[src/rtl/pll_pkg.sv]
// Shared types and helpers for the PLL loop filter.
// Lock FSM states, default centre word, saturate/clamp helpers.
package pll_pkg;

    typedef enum logic [1:0] {
        UNLOCKED,
        ACQUIRING,
        LOCKED
    } lock_state_t;

    localparam int CENTER_DEFAULT = 128;

    function automatic logic signed [63:0] sat_signed(
        input logic signed [63:0] v,
        input int                 w
    );
        logic signed [63:0] hi;
        logic signed [63:0] lo;
        hi = (64'sd1 <<< (w - 1)) - 64'sd1;
        lo = -hi - 64'sd1;
        if (v > hi) return hi;
        if (v < lo) return lo;
        return v;
    endfunction

    function automatic logic signed [63:0] clamp_unsigned(
        input logic signed [63:0] v,
        input logic signed [63:0] lo,
        input logic signed [63:0] hi
    );
        if (v > hi) return hi;
        if (v < lo) return lo;
        return v;
    endfunction

endpackage

[src/rtl/pll_loop_filter_if.sv]
// Phase-error in / control-word out bundle of the loop filter.
// master = phase-detector side, slave = loop filter.
interface pll_loop_filter_if #(
    parameter int BITS     = 8,
    parameter int ERR_BITS = 12
);
    logic signed [ERR_BITS-1:0] err;
    logic                       err_valid;
    logic        [BITS-1:0]     ctrl;
    logic                       ctrl_valid;
    logic                       locked;

    modport master (
        output err, err_valid,
        input  ctrl, ctrl_valid, locked
    );

    modport slave (
        input  err, err_valid,
        output ctrl, ctrl_valid, locked
    );
endinterface

[src/rtl/pll_lock_detect.sv]
// Lock detector: counts consecutive in/out-of-tolerance samples.
// locked is registered one edge behind the FSM state.
module pll_lock_detect
    import pll_pkg::*;
#(
    parameter int ERR_BITS     = 12,
    parameter int LOCK_TOL     = 4,
    parameter int LOCK_COUNT   = 16,
    parameter int UNLOCK_COUNT = 4
) (
    input  logic                       clk,
    input  logic                       rst,
    input  logic signed [ERR_BITS-1:0] err,
    input  logic                       err_valid,
    output logic                       locked
);
    localparam int MAXC = (LOCK_COUNT > UNLOCK_COUNT)
                        ? LOCK_COUNT : UNLOCK_COUNT;
    localparam int CW = $clog2(MAXC + 1);
    localparam logic [ERR_BITS-1:0] ERR_MIN =
        {1'b1, {(ERR_BITS-1){1'b0}}};

    lock_state_t           state;
    lock_state_t           state_n;
    logic        [CW-1:0]  cnt;
    logic        [CW-1:0]  cnt_n;
    logic        [CW-1:0]  cnt_inc;
    logic [ERR_BITS-1:0]   mag;
    logic                  in_tol;

    // magnitude check; the most negative code has no positive twin
    always_comb begin
        mag = err[ERR_BITS-1] ? $unsigned(-err) : $unsigned(err);
        in_tol = ($unsigned(err) != ERR_MIN) &&
                 (mag <= ERR_BITS'(LOCK_TOL));
        cnt_inc = cnt + 1'b1;
    end

    // next-state logic, only advanced by accepted samples
    always_comb begin
        state_n = state;
        cnt_n   = cnt;
        if (err_valid) begin
            unique case (state)
                UNLOCKED: begin
                    if (in_tol) begin
                        if (LOCK_COUNT == 1) begin
                            state_n = LOCKED;
                            cnt_n   = '0;
                        end else begin
                            state_n = ACQUIRING;
                            cnt_n   = CW'(1);
                        end
                    end else begin
                        cnt_n = '0;
                    end
                end
                ACQUIRING: begin
                    if (!in_tol) begin
                        state_n = UNLOCKED;
                        cnt_n   = '0;
                    end else if (cnt_inc == CW'(LOCK_COUNT)) begin
                        state_n = LOCKED;
                        cnt_n   = '0;
                    end else begin
                        cnt_n = cnt_inc;
                    end
                end
                LOCKED: begin
                    if (in_tol) begin
                        cnt_n = '0;
                    end else if (cnt_inc == CW'(UNLOCK_COUNT)) begin
                        state_n = UNLOCKED;
                        cnt_n   = '0;
                    end else begin
                        cnt_n = cnt_inc;
                    end
                end
                default: begin
                    state_n = UNLOCKED;
                    cnt_n   = '0;
                end
            endcase
        end
    end

    // state, counter and registered lock flag
    always_ff @(posedge clk) begin
        if (rst) begin
            state  <= UNLOCKED;
            cnt    <= '0;
            locked <= 1'b0;
        end else begin
            state  <= state_n;
            cnt    <= cnt_n;
            locked <= (state == LOCKED);
        end
    end

endmodule

[src/rtl/pll_loop_filter.sv]
// PI loop filter: phase error in, VCO control word out.
// Sample register, integrator stage, then sum/clamp stage.
module pll_loop_filter
    import pll_pkg::*;
#(
    parameter int BITS         = 8,
    parameter int ERR_BITS     = 12,
    parameter int ACC_BITS     = 20,
    parameter int KP_SHIFT     = 2,
    parameter int KI_SHIFT     = 6,
    parameter int CENTER       = CENTER_DEFAULT,
    parameter int LOCK_TOL     = 4,
    parameter int LOCK_COUNT   = 16,
    parameter int UNLOCK_COUNT = 4
) (
    input logic               clk,
    input logic               rst,
    pll_loop_filter_if.slave  bus
);
    localparam logic signed [63:0] CTRL_MAX =
        (64'sd1 <<< BITS) - 64'sd1;

    logic signed [ERR_BITS-1:0]   err_q;
    logic                         v0;
    logic signed [ACC_BITS-1:0]   integ;
    logic signed [ERR_BITS-1:0]   prop;
    logic                         v1;
    logic        [BITS-1:0]       ctrl_q;
    logic                         cv_q;

    logic signed [63:0]           integ_sum;
    logic signed [ACC_BITS-1:0]   integ_nxt;
    logic signed [ACC_BITS+1:0]   sum;
    logic        [BITS-1:0]       ctrl_nxt;

    // saturating integrator update and output sum/clamp
    always_comb begin
        integ_sum = 64'(integ) + 64'(err_q);
        integ_nxt = ACC_BITS'(sat_signed(integ_sum, ACC_BITS));
        sum = (ACC_BITS+2)'(CENTER)
            + (ACC_BITS+2)'(prop)
            + (ACC_BITS+2)'(integ >>> KI_SHIFT);
        ctrl_nxt = BITS'(clamp_unsigned(64'(sum), 64'sd1, CTRL_MAX));
    end

    // capture accepted phase-error samples
    always_ff @(posedge clk) begin
        if (rst) begin
            v0    <= 1'b0;
            err_q <= '0;
        end else begin
            v0 <= bus.err_valid;
            if (bus.err_valid) err_q <= bus.err;
        end
    end

    // stage 1: integrator and proportional term
    always_ff @(posedge clk) begin
        if (rst) begin
            v1    <= 1'b0;
            integ <= '0;
            prop  <= '0;
        end else begin
            v1 <= v0;
            if (v0) begin
                integ <= integ_nxt;
                prop  <= err_q >>> KP_SHIFT;
            end
        end
    end

    // stage 2: control word, held between updates
    always_ff @(posedge clk) begin
        if (rst) begin
            cv_q   <= 1'b0;
            ctrl_q <= BITS'(CENTER);
        end else begin
            cv_q <= v1;
            if (v1) ctrl_q <= ctrl_nxt;
        end
    end

    assign bus.ctrl       = ctrl_q;
    assign bus.ctrl_valid = cv_q;

    pll_lock_detect #(
        .ERR_BITS     (ERR_BITS),
        .LOCK_TOL     (LOCK_TOL),
        .LOCK_COUNT   (LOCK_COUNT),
        .UNLOCK_COUNT (UNLOCK_COUNT)
    ) u_lock (
        .clk       (clk),
        .rst       (rst),
        .err       (bus.err),
        .err_valid (bus.err_valid),
        .locked    (bus.locked)
    );

endmodule

[src/flat_wrapper.sv]
// flat-port wrapper written by rule: the top's interface ports become plain ports
module pll_loop_filter_flat import pll_pkg::*;
#(
    parameter int BITS         = 8,
    parameter int ERR_BITS     = 12,
    parameter int ACC_BITS     = 20,
    parameter int KP_SHIFT     = 2,
    parameter int KI_SHIFT     = 6,
    parameter int CENTER       = CENTER_DEFAULT,
    parameter int LOCK_TOL     = 4,
    parameter int LOCK_COUNT   = 16,
    parameter int UNLOCK_COUNT = 4
)
  (clk, rst, bus_err, bus_err_valid, bus_ctrl, bus_ctrl_valid, bus_locked);
  pll_loop_filter_if #(.BITS(BITS), .ERR_BITS(ERR_BITS)) bus_i ();
  input logic clk;
  input logic rst;
  input wire logic [$bits(bus_i.err)-1:0] bus_err;
  input wire logic [$bits(bus_i.err_valid)-1:0] bus_err_valid;
  output wire logic [$bits(bus_i.ctrl)-1:0] bus_ctrl;
  output wire logic [$bits(bus_i.ctrl_valid)-1:0] bus_ctrl_valid;
  output wire logic [$bits(bus_i.locked)-1:0] bus_locked;
  assign bus_i.err = bus_err;
  assign bus_i.err_valid = bus_err_valid;
  assign bus_ctrl = bus_i.ctrl;
  assign bus_ctrl_valid = bus_i.ctrl_valid;
  assign bus_locked = bus_i.locked;
  pll_loop_filter #(.BITS(BITS), .ERR_BITS(ERR_BITS), .ACC_BITS(ACC_BITS), .KP_SHIFT(KP_SHIFT), .KI_SHIFT(KI_SHIFT), .CENTER(CENTER), .LOCK_TOL(LOCK_TOL), .LOCK_COUNT(LOCK_COUNT), .UNLOCK_COUNT(UNLOCK_COUNT)) u_core (.clk(clk), .rst(rst), .bus(bus_i));
endmodule
[config.mk]
export PLATFORM = sky130hd
export DESIGN_NAME = pll_loop_filter_flat
export DESIGN_NICKNAME = d
export VERILOG_FILES = /design/src/rtl/pll_pkg.sv /design/src/rtl/pll_loop_filter_if.sv /design/src/rtl/pll_lock_detect.sv /design/src/rtl/pll_loop_filter.sv /design/src/flat_wrapper.sv
export SDC_FILE = /design/constraint.sdc
export NUM_CORES = 1
export LEC_CHECK = 0
export BUFFER_PORTS_ARGS = -buffer_cell sky130_fd_sc_hd__buf_2
export CAP_MARGIN = 15
export CORE_MARGIN = 5
export CORE_UTILIZATION = 37
export DETAILED_ROUTE_END_ITERATION = 10
export GPL_TIMING_DRIVEN = 0
export PLACE_DENSITY = 0.64
export SLEW_MARGIN = 20
export SYNTH_ARGS = -nofsm -noshare
export SYNTH_HDL_FRONTEND = slang
export SYNTH_SLANG_ARGS = --single-unit
[constraint.sdc]
create_clock -name clk -period 10.3 [get_ports clk]
set_clock_uncertainty 0.1 [all_clocks]
set_input_delay 2.06 -clock clk [delete_from_list [all_inputs] [get_ports clk]]
set_output_delay 2.06 -clock clk [all_outputs]
set_load 0.02 [all_outputs]
==> flow_metrics.env <==
export IMPL_status="completed"
export IMPL_relSlewSlack_pct=52.28
export IMPL_critPathLaunchType="primary input"
export IMPL_required_ns=10.46
export IMPL_place_area_um2=4611
export IMPL_design_core_area_um2=11420
export IMPL_r2r_slack_ns=6.64
export IMPL_fmax_mhz=246.8
export IMPL_hold_viol=0
export IMPL_ctsResizeCount=0
export IMPL_syn_area_per_cell_um2=8.222
export IMPL_routedWlPerCell_um=14.97
export IMPL_r2r_start="u_core.prop[2]"
export IMPL_num_vias=3898
export IMPL_gp_congestion=0.8993
export IMPL_root_buffer="clkbuf_16"
export IMPL_end_kind="flop"
export IMPL_criticalPathCategory="primary input to flop"
export IMPL_critPathBufInv=1
export IMPL_yosysWarnings=0
export IMPL_power_total_uw=687.0
export IMPL_synth_main_ff_cell="dfxtp_1"
export IMPL_drive_gt1_share_pct=8.511
export IMPL_synthCells=525
export IMPL_final_seq_area_um2=1221
export IMPL_path_delay_family="simple AND/OR/NAND/NOR gates"
export IMPL_num_io_pins=25
export IMPL_finalSetupViolCount=0
export IMPL_drtIter0Drc=192
export IMPL_clock_latency_ns=0.33
export IMPL_htreeDepth=3
export IMPL_die_area_um2=13930
export IMPL_worstPathMaxFanout=4
export IMPL_num_antenna_cells=0
export IMPL_drt_first_pass_iters=5
export IMPL_cap_viol_max_count=0
export IMPL_start_util_pct=37.80
export IMPL_die_width_um=118.0
export IMPL_fin_nets=624
export IMPL_routed_wl_mm=10.58
export IMPL_clock_path_buffers=2
export IMPL_ys_seq_area_share_pct=28.29
export IMPL_synth_seq_cells=61
export IMPL_cts_tree="yes"
export IMPL_p_leak_nw=2.046
export IMPL_multi_input_area_um2=2927
export IMPL_grt_max_degree=12
export IMPL_fp_dieH_um=118.0
export IMPL_clock_sinks=61
export IMPL_grt_setup_unrepaired="no"
export IMPL_worstHoldStart="u_core.bus.ctrl[4]"
export IMPL_syn_to_final_growth_pct=13.28
export IMPL_worst_pin_slew_ns=0.7107
export IMPL_crit_start="bus_err[0]"
export IMPL_final_area_um2=4890
export IMPL_cp_data_arrival_time_ns=4.21
export IMPL_finalCriticalPeriod_ns=4.051
export IMPL_setup_tns_ns=0
export IMPL_io_buffers=23
export IMPL_mostFrequentLayoutCells="nor2_1, dfxtp_1, ha_1"
export IMPL_num_fill_cells=1155
export IMPL_ys_types=63
export IMPL_drt_vias_per_instance=5.513
export IMPL_netlist_area_um2=4317
export IMPL_postCtsSetupBuffers=0
export IMPL_layout_worst_path_cycle_share_pct=39.33
export IMPL_crit_path_cell_trace="buf_2 -> or4_1 -> nor2_1 -> o2bb2ai_1 -> a32oi_1 -> nor4_2 -> nand2_1 -> o21ai_0 -> nand3_1 -> a21oi_1"
export IMPL_final_common_cell="nor2_1"
export IMPL_place_hpwl_mm=8.366
export IMPL_clk_pin_slew_ns=0.05
export IMPL_grt_pass1_vias=3675
export IMPL_slowest_stage="or4_1"
export IMPL_postRouteAntennaNets=0
export IMPL_grt_first_pass_wirelength_mm=17.71
export IMPL_power_density_nw_per_um2=140.5
export IMPL_overflow=0
export IMPL_cts_hold_buffers=0
export IMPL_place_inst=691
export IMPL_grt_use_total_pct=15.13
export IMPL_synth_edf_count=0
export IMPL_timing_hold_ws_ns=0.3623
export IMPL_hp_class="flop to flop"
export IMPL_async_reset_ff_share_pct=0
export IMPL_rows=39
export IMPL_peakVddDrop_v=0.0001200
export IMPL_drc=0
export IMPL_critPathMaxStageDelay_ns=0.54
export IMPL_final_cells=707
export IMPL_slew_violations=0
export IMPL_antenna_found_initial=0
export IMPL_numCtsBuffers=9
export IMPL_synth_nets=590
power breakdown:
part / total (mW) / switching [mW] / internal, mW
registers: 0.261 / 0.0120 / 0.249
logic: 0.149 / 0.0898 / 0.0590
clock network: 0.277 / 0.103 / 0.174
total: 0.687 / 0.205 / 0.482
cell usage after synthesis (4+ instances only):
cell type | number | area share, %
nand4_1 | 4 | 0.58
xor2_1 | 8 | 1.6
buf_1 | 4 | 0.35
nor2b_1 | 4 | 0.58
xnor2_1 | 17 | 3.4
nand2_1 | 25 | 2.2
a31oi_1 | 7 | 1.0
nand2b_1 | 9 | 1.3
o211ai_1 | 4 | 0.70
ha_1 | 48 | 14
o21ai_0 | 36 | 4.2
clkbuf_1 | 17 | 1.5
nor2_1 | 73 | 6.3
mux2i_1 | 24 | 5.6
a21oi_1 | 44 | 5.1
a211oi_1 | 21 | 3.7
a21o_1 | 5 | 0.87
nand3_1 | 9 | 1.0
dfxtp_1 | 61 | 28
o21bai_1 | 6 | 1.0
o22ai_1 | 4 | 0.58
a32o_1 | 6 | 1.4
inv_1 | 23 | 2.0
nor3_1 | 10 | 1.2
worst register-to-register path: stages (launching register included):
cell,delay (ns)
dfxtp_1,0.33
ha_1,0.32
ha_1,0.29
a21o_1,0.17
a21oi_1,0.26
o31ai_2,0.12
o31ai_1,0.34
mux2_1,0.37
or4_4,0.44
nor3_4,0.38
nand2_2,0.07
a311o_1,0.36
worst paths after layout:
kind	end	depth (start not counted)
worst max-delay path	u_core.u_lock.cnt[1]	10
worst min-delay path	u_core.bus.ctrl[4]	1
worst max register to register	u_core.bus.ctrl[7]	11
worst min register to register	u_core.bus.ctrl[4]	1
logic make-up (layout without fill, tap and decap cells):
kind of cell    count (synthesis)  count (layout)  synth area share, %
xor+xnor                       25              25                5.072
simple gates                  156             156                17.30
fa+ha+maj                      51              51                15.07
compound gates                161             161                24.26
flops                          61              61                28.29
mux                            26              26                6.087
buf+inv                        45              84                3.913
metal layers:
layer / part of all wire (%) / GRT usage [%] / wire length, µm / vias up
met3: 3.9 / 2.787 / 413 / 16
met4: 1.9 / 5.018 / 199 / 0
met5: 0 / 0 / 0 / -
met2: 47 / 25.07 / 4936 / 69
met1: 48 / 19.77 / 5034 / 1820
li1: - / - / - / 1993
layout make-up:
| cell class | count | area share, % |
|---|---|---|
| tap | 143 | 3.659 |
| multi-input combinational | 419 | 59.85 |
| inverter | 24 | 1.842 |
| clock inverter | 4 | 0.4606 |
| sequential | 61 | 24.97 |
| buffer | 21 | 1.612 |
| timing repair buffer | 23 | 2.354 |
| clock buffer | 12 | 5.246 |
through the flow:
step | util, % | setup WS (ns)
5_1_grt | 42.82 | 5.999
6_report | 42.82 | 6.249
3_5_place_dp | 40.38 | 5.941
3_3_place_gp | 40.38 | 5.922
2_1_floorplan | - | 6.228
4_1_cts | 42.82 | 6.270
sequential cells by signal (all words and copies together), names as in the netlist:
name and count:
u_core.bus.ctrl 8, u_core.bus.ctrl_valid 1, u_core.integ 20, u_core.v0 1
u_core.u_lock.state 2, u_core.v1 1, u_core.err_q 12, u_core.u_lock.locked 1
u_core.prop 10, u_core.u_lock.cnt 5
Power figures use the tool's default switching activity.
